===== src/rtl/sync_frame_pkg.sv =====
// Shared types and constants for the sync-word serial link (transmitter and detector benches).
package sync_frame_pkg;

    typedef enum logic [1:0] {
        IDLE,
        SYNC,
        DATA,
        PARITY
    } tx_state_e;

    localparam logic [4:0] DEFAULT_SYNC_WORD = 5'b11011;
    localparam int         DEFAULT_SYNC_LEN  = 5;

    function automatic int max_int(input int a, input int b);
        return (a > b) ? a : b;
    endfunction

endpackage


===== src/rtl/piso_shifter.sv =====
// Parallel-in serial-out shift register: parallel load, shift left, MSB presented on msb.
module piso_shifter #(
    parameter int DATA_W = 8
) (
    input  logic              clk,
    input  logic              reset,
    input  logic              load,
    input  logic              shift,
    input  logic [DATA_W-1:0] din,
    output logic              msb
);

    logic [DATA_W-1:0] shreg;

    // A load takes priority so a back-to-back frame can reload on its predecessor's last bit.
    always_ff @(posedge clk or posedge reset) begin
        if (reset) begin
            shreg <= '0;
        end else if (load) begin
            shreg <= din;
        end else if (shift) begin
            shreg <= shreg << 1;
        end
    end

    assign msb = shreg[DATA_W-1];

endmodule


===== src/rtl/sync_frame_tx.sv =====
// Serial frame transmitter: sync word then payload, MSB first, one bit per clock.
// Optional even-parity trailer bit enabled by defining SYNC_FRAME_TX_PARITY_EN.
module sync_frame_tx
    import sync_frame_pkg::*;
#(
    parameter int                  SYNC_LEN  = DEFAULT_SYNC_LEN,
    parameter logic [SYNC_LEN-1:0] SYNC_WORD = SYNC_LEN'(DEFAULT_SYNC_WORD),
    parameter int                  DATA_W    = 8
) (
    input  logic              clk,
    input  logic              reset,
    input  logic [DATA_W-1:0] data_in,
    input  logic              data_valid,
    output logic              data_ready,
    output logic              out,
    output logic              out_valid,
    output logic              frame_done,
    output logic              busy
);

    localparam int CNT_W = $clog2(max_int(SYNC_LEN, DATA_W));

    tx_state_e          state, state_next;
    logic [CNT_W-1:0]   cnt, cnt_next;
    logic               accept;
    logic               shift_en;
    logic               shift_msb;

    assign accept = data_valid && data_ready;
    assign busy   = (state != IDLE);

    piso_shifter #(
        .DATA_W(DATA_W)
    ) u_shifter (
        .clk  (clk),
        .reset(reset),
        .load (accept),
        .shift(shift_en),
        .din  (data_in),
        .msb  (shift_msb)
    );

`ifdef SYNC_FRAME_TX_PARITY_EN
    logic parity_bit;

    // Parity is taken from the word at accept so later data_in changes cannot disturb it.
    always_ff @(posedge clk or posedge reset) begin
        if (reset) begin
            parity_bit <= 1'b0;
        end else if (accept) begin
            parity_bit <= ^data_in;
        end
    end
`endif

    always_ff @(posedge clk or posedge reset) begin
        if (reset) begin
            state <= IDLE;
            cnt   <= '0;
        end else begin
            state <= state_next;
            cnt   <= cnt_next;
        end
    end

    // data_valid is read directly here (never accept) so data_ready has no path from data_valid.
    always_comb begin
        state_next = state;
        cnt_next   = cnt;
        out        = 1'b0;
        out_valid  = 1'b0;
        frame_done = 1'b0;
        data_ready = 1'b0;
        shift_en   = 1'b0;
        case (state)
            IDLE: begin
                data_ready = 1'b1;
                if (data_valid) begin
                    state_next = SYNC;
                    cnt_next   = CNT_W'(SYNC_LEN - 1);
                end
            end
            SYNC: begin
                out       = SYNC_WORD[cnt];
                out_valid = 1'b1;
                if (cnt == '0) begin
                    state_next = DATA;
                    cnt_next   = CNT_W'(DATA_W - 1);
                end else begin
                    cnt_next = cnt - 1'b1;
                end
            end
            DATA: begin
                out       = shift_msb;
                out_valid = 1'b1;
                shift_en  = 1'b1;
                if (cnt != '0) begin
                    cnt_next = cnt - 1'b1;
                end else begin
`ifdef SYNC_FRAME_TX_PARITY_EN
                    state_next = PARITY;
                    cnt_next   = '0;
`else
                    frame_done = 1'b1;
                    data_ready = 1'b1;
                    state_next = data_valid ? SYNC : IDLE;
                    cnt_next   = data_valid ? CNT_W'(SYNC_LEN - 1) : '0;
`endif
                end
            end
`ifdef SYNC_FRAME_TX_PARITY_EN
            PARITY: begin
                out        = parity_bit;
                out_valid  = 1'b1;
                frame_done = 1'b1;
                data_ready = 1'b1;
                state_next = data_valid ? SYNC : IDLE;
                cnt_next   = data_valid ? CNT_W'(SYNC_LEN - 1) : '0;
            end
`endif
            default: begin
                state_next = IDLE;
                cnt_next   = '0;
            end
        endcase
    end

endmodule


===== config.mk =====
export PLATFORM = sky130hd
export DESIGN_NAME = sync_frame_tx
export DESIGN_NICKNAME = d
export VERILOG_FILES = /design/src/rtl/sync_frame_pkg.sv /design/src/rtl/piso_shifter.sv /design/src/rtl/sync_frame_tx.sv
export SDC_FILE = /design/constraint.sdc
export NUM_CORES = 1
export LEC_CHECK = 0
export ABC_AREA = 1
export BUFFER_PORTS_ARGS = -buffer_cell sky130_fd_sc_hd__buf_2
export CORE_MARGIN = 4
export CORE_UTILIZATION = 45
export DETAILED_ROUTE_END_ITERATION = 8
export PLACE_DENSITY = 0.72
export SLEW_MARGIN = 20
export SYNTH_ARGS = -nofsm -noshare
export SYNTH_HDL_FRONTEND = slang
export SYNTH_SLANG_ARGS = --single-unit

===== constraint.sdc =====
create_clock -name clk -period 1.7 [get_ports clk]
set_input_delay 0.085 -clock clk [delete_from_list [all_inputs] [get_ports clk]]
set_output_delay 0.085 -clock clk [all_outputs]
set_load 0.01 [all_outputs]

==> impl_metrics.csv, run 1 <==
group,metric,value,unit
synth,synth_top_cell_area_share,38.69,%
synth,synth_top_area_cell,"dfrtp_1",
route,wl,1.777,mm
layout,final_common_cell,"nand2_1",
synth,synth_warnings,0,
route,wl_per_cell,11.11,µm
sta,min_period_over_period,94.70,%
layout,fin_util,56.49,%
outcome,status,"completed",
route,detail_route.iter0.violations,19,
worst_setup_path,crit_slowest_cell,"dfrtp_1",
global_route,grt_max_degree,14,
sta,finalHoldViolations,0,
die,io_pins,16,
worst_setup_path,cp_cell_sequence,"inv_1, ha_1, inv_1, nand2_4, buf_2",
sta,worst_clock_skew,0.008069,ns
worst_setup_path,path_max_fanout,10,
die,die-area,2624,µm²
sta,relSlewSlack,66.26,%
global_route,grt_pass1_wl,3.118,mm
pwr,powerDensity,1747,nW/µm²
worst_setup_path,critPathTopFamily,"flip-flops",
worst_setup_path,cp-start-kind,"flip-flop",
run,drv_cap,0,
route,vias,749,
sta,rsz0062_at_grt,"yes",
synth,synth_simple_gate_area_share,36.01,%
die,initial_core_util,48.17,%
clock_tree,cts_sinks,13,
clock_tree,cts_tree,"done",
synth,ys_types,21,
synth,synthAdderAreaFrac,5.952,%
pwr,p_leak,0.5828,nW
worst_setup_path,slowest_delay,0.43,ns
global_route,track_usage,16.13,%
clock_tree,cts_setup_buffers,0,
synth,synthesis.area,840.8,µm²
clock_tree,clk_latency,0.28,ns
layout,area_growth,17.26,%
synth,syn-num-nets,130,
die,die_x,51.23,µm
worst_setup_path,crit_top_cell,"inv_1",
synth,syn_area_per_cell,7.311,µm²
route,ant_nets,0,
worst_setup_path,cp.required,1.62,ns
sta,fin_crit,1.610,ns
route,avgViaCountPerCell,4.681,
layout,finalNetCount,151,
sta,drv_slew,0,
synth,synth_mux_area_share,0,%
clock_tree,cts_buffers,3,
clock_tree,path_clk_slew,0.09,ns
synth,ys_top_cells_by_area,"dfrtp_1 (39%), nand2_1 (21%), inv_1 (7.1%), nand3_1 (6.5%), ha_1 (6.0%)",
placement,gp_congestion,0.7614,
placement,port-buffer-count,15,
global_route,grt_pass1_vias,689,
sta,worstMarginPinSlew,0.5056,ns
clock_tree,post_cts_resized,0,
sta,max_freq,0.6212,GHz
layout,layout-drive-gt1-share,24.44,%
clock_tree,cts-root-buf,"clkbuf_4",
clock_tree,htreeDepth,1,
pwr,power,0.001723,W
route,first_pass_iters,4,
worst_setup_path,critPathKind,"flip-flop to output port",
synth,synth_compound_gate_area_share,8.333,%
pwr,vdd_drop_max,903.5,µV
die,die_h,51.23,µm
synth,synth_top_family_by_area,"simple AND/OR/NAND/NOR gates",
synth,synth_xor_xnor_area_share,1.042,%
worst_setup_path,crit_buf_inv,3,
worst_setup_path,end_kind,"output port",
die,rows,15,
synth,ys_ff_latch,13,
synth,syn_inst,115,
global_route,antenna_found_initial,0,
die,core,1745,µm²
global_route,grt_overflow,0,
sta,setup_viol,0,
layout,diodes,0,
clock_tree,cts_buffer_depth,2,
route,drc,0,
layout,final_cell_mix,"nand2_1 (47), inv_1 (16), buf_2 (15), dfrtp_1 (13), nand3_1 (11)",
worst_setup_path,worstPathArrival,1.52,ns
placement,hpwlAfterDp,1.308,mm
synth,synth_seq_area_share,38.69,%
hold_path,min_path_type,"primary input to flip-flop",
per-stage QoR:
stage	cells	area (µm²)	setup TNS [ns]	hold slack, ns	worst slack [ns]
after detailed placement	155	949.7	0	0.1518	0.2629
after floorplan	115	840.8	0	-0.03804	0.3997
final	160	985.9	0	0.03008	0.09009
after global placement	155	949.7	0	0.1432	0.3004
after CTS	160	985.9	0	0.02795	0.08408
after global routing	160	985.9	-0.03391	0.04004	-0.01769
final cells by class:
class	instances	area, µm²
clock buffers	4	26.28
repair buffers	18	100.1
well taps	25	31.28
inverters	19	71.32
flip-flops and latches	13	325.3
multi-input cells	81	431.7
fillers	176	759.5
cells by family after synthesis:
logic type | count (synthesis)
compound gates | 10
buf+inv | 21
simple gates | 66
fa+ha+maj | 4
flops | 13
xor+xnor | 1
registers in the layout (all words and copies together) (netlist names):
signal	count
cnt	3
u_shifter.shreg	8
state	2
synthesized netlist by cell type:
cell       count
ha_1           4
a21oi_2        1
o21ai_0        1
nor2_1         1
inv_1         16
nand2_2        2
nand2_4        2
nor2_4         2
o21ai_2        2
o2111ai_1      1
xor2_1         1
inv_2          3
nand2_1       47
a21oi_1        1
nand3_1       11
buf_4          1
o21ai_1        2
nand3_2        1
a21boi_1       2
buf_2          1
dfrtp_1       13
power breakdown:
group          internal, W  switching (W)  total, W
clock network    0.0000911       0.000112  0.000203
logic             0.000359       0.000605  0.000964
registers         0.000456       0.000101  0.000556
total             0.000905       0.000817   0.00172
final timing paths:
kind	start	cells after the start	slack, ns	end
worst max-delay path	state[1]	5	0.09	data_ready
worst min-delay path	data_in[0]	3	0.03	u_shifter.shreg[0]
worst max register to register	state[0]	6	0.23	u_shifter.shreg[2]
worst min register to register	u_shifter.shreg[5]	2	0.49	u_shifter.shreg[5]
max in group asynchronous	reset	3	1.00	u_shifter.shreg[3]
min in group asynchronous	reset	3	0.35	cnt[2]
timing repair:
action                                 4_1_cts  5_1_grt
hold buffers                                 1        0
endpoints found under the hold margin       13        0
setup endpoints to repair                    0        2
per-layer routing:
| metal | track usage (%) | vias to the layer above | share of wire, % |
|---|---|---|---|
| li1 | - | 391 | - |
| met1 | 22.91 | 326 | 48 |
| met2 | 22.96 | 28 | 44 |
| met3 | 4.373 | 4 | 6.4 |
| met4 | 6.550 | 0 | 1.2 |
| met5 | 0 | - | 0 |
worst register-to-register path, delay by kind of cell, from the launching register on:
family | cells | cell delay [ns]
AOI/OAI and AO/OA | 1 | 0.29
and+or+nand+nor | 2 | 0.22
buffers and inverters | 2 | 0.25
DFF | 1 | 0.40
adders and majority gates | 1 | 0.25
Power figures use the tool's default switching activity.
==> run 2: changes to the inputs <==
--- a/config.mk
+++ b/config.mk
@@ -14,4 +14,5 @@
 export SLEW_MARGIN = 20
 export SYNTH_ARGS = -nofsm -noshare
 export SYNTH_HDL_FRONTEND = slang
+export SYNTH_HIERARCHICAL = 1
 export SYNTH_SLANG_ARGS = --single-unit
==> run 2 against run 1 <==
  * Worst setup slack better by 0.028 ns
  * Power up 0.44%
  * Wire length down 12%
  * Die area down 3.8%
  * Critical path type unchanged
  * Critical endpoint is now out
  * Highest routed layer unchanged
==> impl_metrics.csv, run 2 <==
group,metric,value,unit
outcome,status,"completed",
run,drv_cap,0,
layout,multi_input_area,410.4,µm²
route,first_pass_iters,4,
global_route,grt_overflow,0,
route,drc,0,
synth,syn_inst,109,
layout,final.fill_count,157,
clock_tree,cts-root-buf,"clkbuf_4",
placement,gp_congestion,0.8004,
clock_tree,htreeDepth,1,
sta,setup_tns,0,ns
synth,ys_types,16,
sta,relSlewSlack,80.54,%
sta,max_freq,0.6323,GHz
placement,dpl_worst_slack,0.1093,ns
route,wl,1.555,mm
worst_setup_path,r2r_slack,0.13,ns
clock_tree,cts_sinks,13,
sta,worstMarginPinSlew,0.2916,ns
synth,synth_top_cell_area_share,40.50,%
worst_setup_path,critPathKind,"flip-flop to output port",
synth,ys_ff_latch,13,
layout,biggestRegsByFlops,"u_shifter/shreg (8), cnt (3), state (2)",
worst_setup_path,cp.required,1.62,ns
worst_setup_path,r2r-start,"state[0]",
hold_path,hold-path-cell-count,3,
sta,fin_crit,1.582,ns
pwr,vdd_drop_max,682.1,µV
layout,finalNetCount,145,
die,die_h,50.25,µm
clock_tree,cts_tree,"done",
route,wl_per_cell,10.10,µm
synth,async_reset_ff_share,100.0,%
route,ant_nets,0,
layout,final_cell_mix,"nand2_1 (41), nand3_1 (20), buf_2 (15), dfrtp_1 (13), inv_1 (12)",
worst_setup_path,ff2ff_path_depth,8,
die,die_x,50.25,µm
pwr,p_leak,0.5448,nW
synth,ys.flop_type,"dfrtp_1",
layout,area_growth,19.94,%
clock_tree,cts_setup_buffers,0,
global_route,grt_max_degree,13,
layout,layout-drive-gt1-share,24.81,%
layout,largest_reg_flops,8,
layout,final_common_cell,"nand2_1",
sta,rsz0062_at_grt,"no",
route,vias,739,
global_route,grt_pass1_wl,2.594,mm
pwr,powerDensity,1796,nW/µm²
die,initial_core_util,47.03,%
synth,syn-num-nets,124,
global_route,antenna_found_initial,0,
clock_tree,clk_latency,0.28,ns
synth,syn_area_per_cell,7.369,µm²
synth,synth_warnings,6,
route,avgViaCountPerCell,4.799,
global_route,grt_pass1_vias,670,
synth,synthesis.area,803.3,µm²
layout,seq_area,325.3,µm²
worst_setup_path,worstPathArrival,1.50,ns
worst_setup_path,cp-start-kind,"flip-flop",
sta,min_period_over_period,93.03,%
layout,diodes,0,
sta,worst_slack,0.1185,ns
sta,worst_clock_skew,0.009089,ns
die,io_pins,16,
clock_tree,path_clk_slew,0.08,ns
hold_path,min_path_type,"primary input to flip-flop",
worst_setup_path,path_max_fanout,12,
die,core,1708,µm²
synth,synth.most_common_cell,"nand2_1",
synth,synth-edff-count,0,
sta,setup_viol,0,
sta,timing.hold.ws,0.005858,ns
worst_setup_path,r2r-end,"u_shifter/shreg[4]",
worst_setup_path,end_kind,"output port",
sta,drv_slew,0,
placement,hpwlAfterDp,1.284,mm
layout,regMostFlops,"u_shifter/shreg",
synth,synth.top_cells.by_count,"nand2_1 (41), nand3_1 (20), dfrtp_1 (13), inv_1 (12), nand2_2 (5)",
synth,synth_seq_area_share,40.50,%
synth,synth_top_area_cell,"dfrtp_1",
worst_setup_path,crit_path_start,"state[0]",
clock_tree,cts_buffers,3,
die,die-area,2525,µm²
sta,finalHoldViolations,0,
worst_setup_path,crit_end,"out",
route,detail_route.iter0.violations,9,
synth,ys_top_cells_by_area,"dfrtp_1 (40%), nand2_1 (19%), nand3_1 (12%), ha_1 (6.2%), inv_1 (5.6%)",
die,rows,15,
placement,port-buffer-count,15,
global_route,track_usage,13.26,%
clock_tree,cts_buffer_depth,2,
run 2: cell count changes after synthesis, sizes merged, moves of 3 or more:
cell,change
nand3,+8
nand2,-5
nor2,+3
o21ai,-4
inv,-5
run 2: final cells by class:
class | count | area share (%)
inverters | 14 | 5.455
repair buffers | 18 | 12.08
clock inverters | 1 | 0.5195
flip-flops and latches | 13 | 33.77
multi-input cells | 80 | 42.60
clock buffers | 3 | 2.338
well taps | 25 | 3.247
run 2: worst max-delay path, cell delays in order (launching register included):
cell	delay, ns
dfrtp_1	0.42
inv_1	0.09
ha_1	0.18
buf_6	0.17
nand2_1	0.06
a21boi_0	0.15
buf_2	0.15
run 2: where the power goes:
part           switching [W]  internal [W]  total [W]
Clock              0.0000981     0.0000872   0.000185
Combinational       0.000594      0.000394   0.000987
Sequential          0.000104      0.000453   0.000558
Total               0.000796      0.000934    0.00173
run 2: timing repair:
item / 4_1_cts / 5_1_grt
setup endpoints to repair: 0 / 2
hold endpoints to repair: 13 / 0
hold buffers: 1 / 0
gates resized for setup: 0 / 2
run 2: cells by family after synthesis:
| family | share of synthesized area, % |
|---|---|
| AOI/OAI and AO/OA | 2.804 |
| adders and majority gates | 6.231 |
| buffers and inverters | 8.879 |
| DFF | 40.50 |
| and+or+nand+nor | 41.59 |
run 2: through the flow:
stage                     area, µm²  cells  util, %  total power (W)
final                         963.4    154    56.41         0.001730
after global routing          963.4    154    56.41         0.001897
after CTS                     955.9    154    55.97         0.001730
after detailed placement      918.4    149    53.77         0.001540
after global placement        918.4    149    53.77         0.001520
after floorplan               803.3    109        -         0.001287
run 2: how the worst min path moves through the flow:
stage | startpoint | end | slack [ns]
after floorplan | reset | cnt[0] | -0.14
after global placement | reset | cnt[0] | 0.002
after detailed placement | reset | cnt[1] | 0.002
after CTS | data_in[0] | u_shifter/shreg[0] | 0.005
after global routing | data_in[0] | u_shifter/shreg[0] | 0.04
final | data_in[0] | u_shifter/shreg[0] | 0.006
run 2: layer usage:
metal,wire length [µm],GRT usage [%],up-vias
met5,0,0,-
met4,35,8.295,0
met3,77,1.780,4
met2,788,24.35,24
met1,654,14.02,327
li1,-,-,384
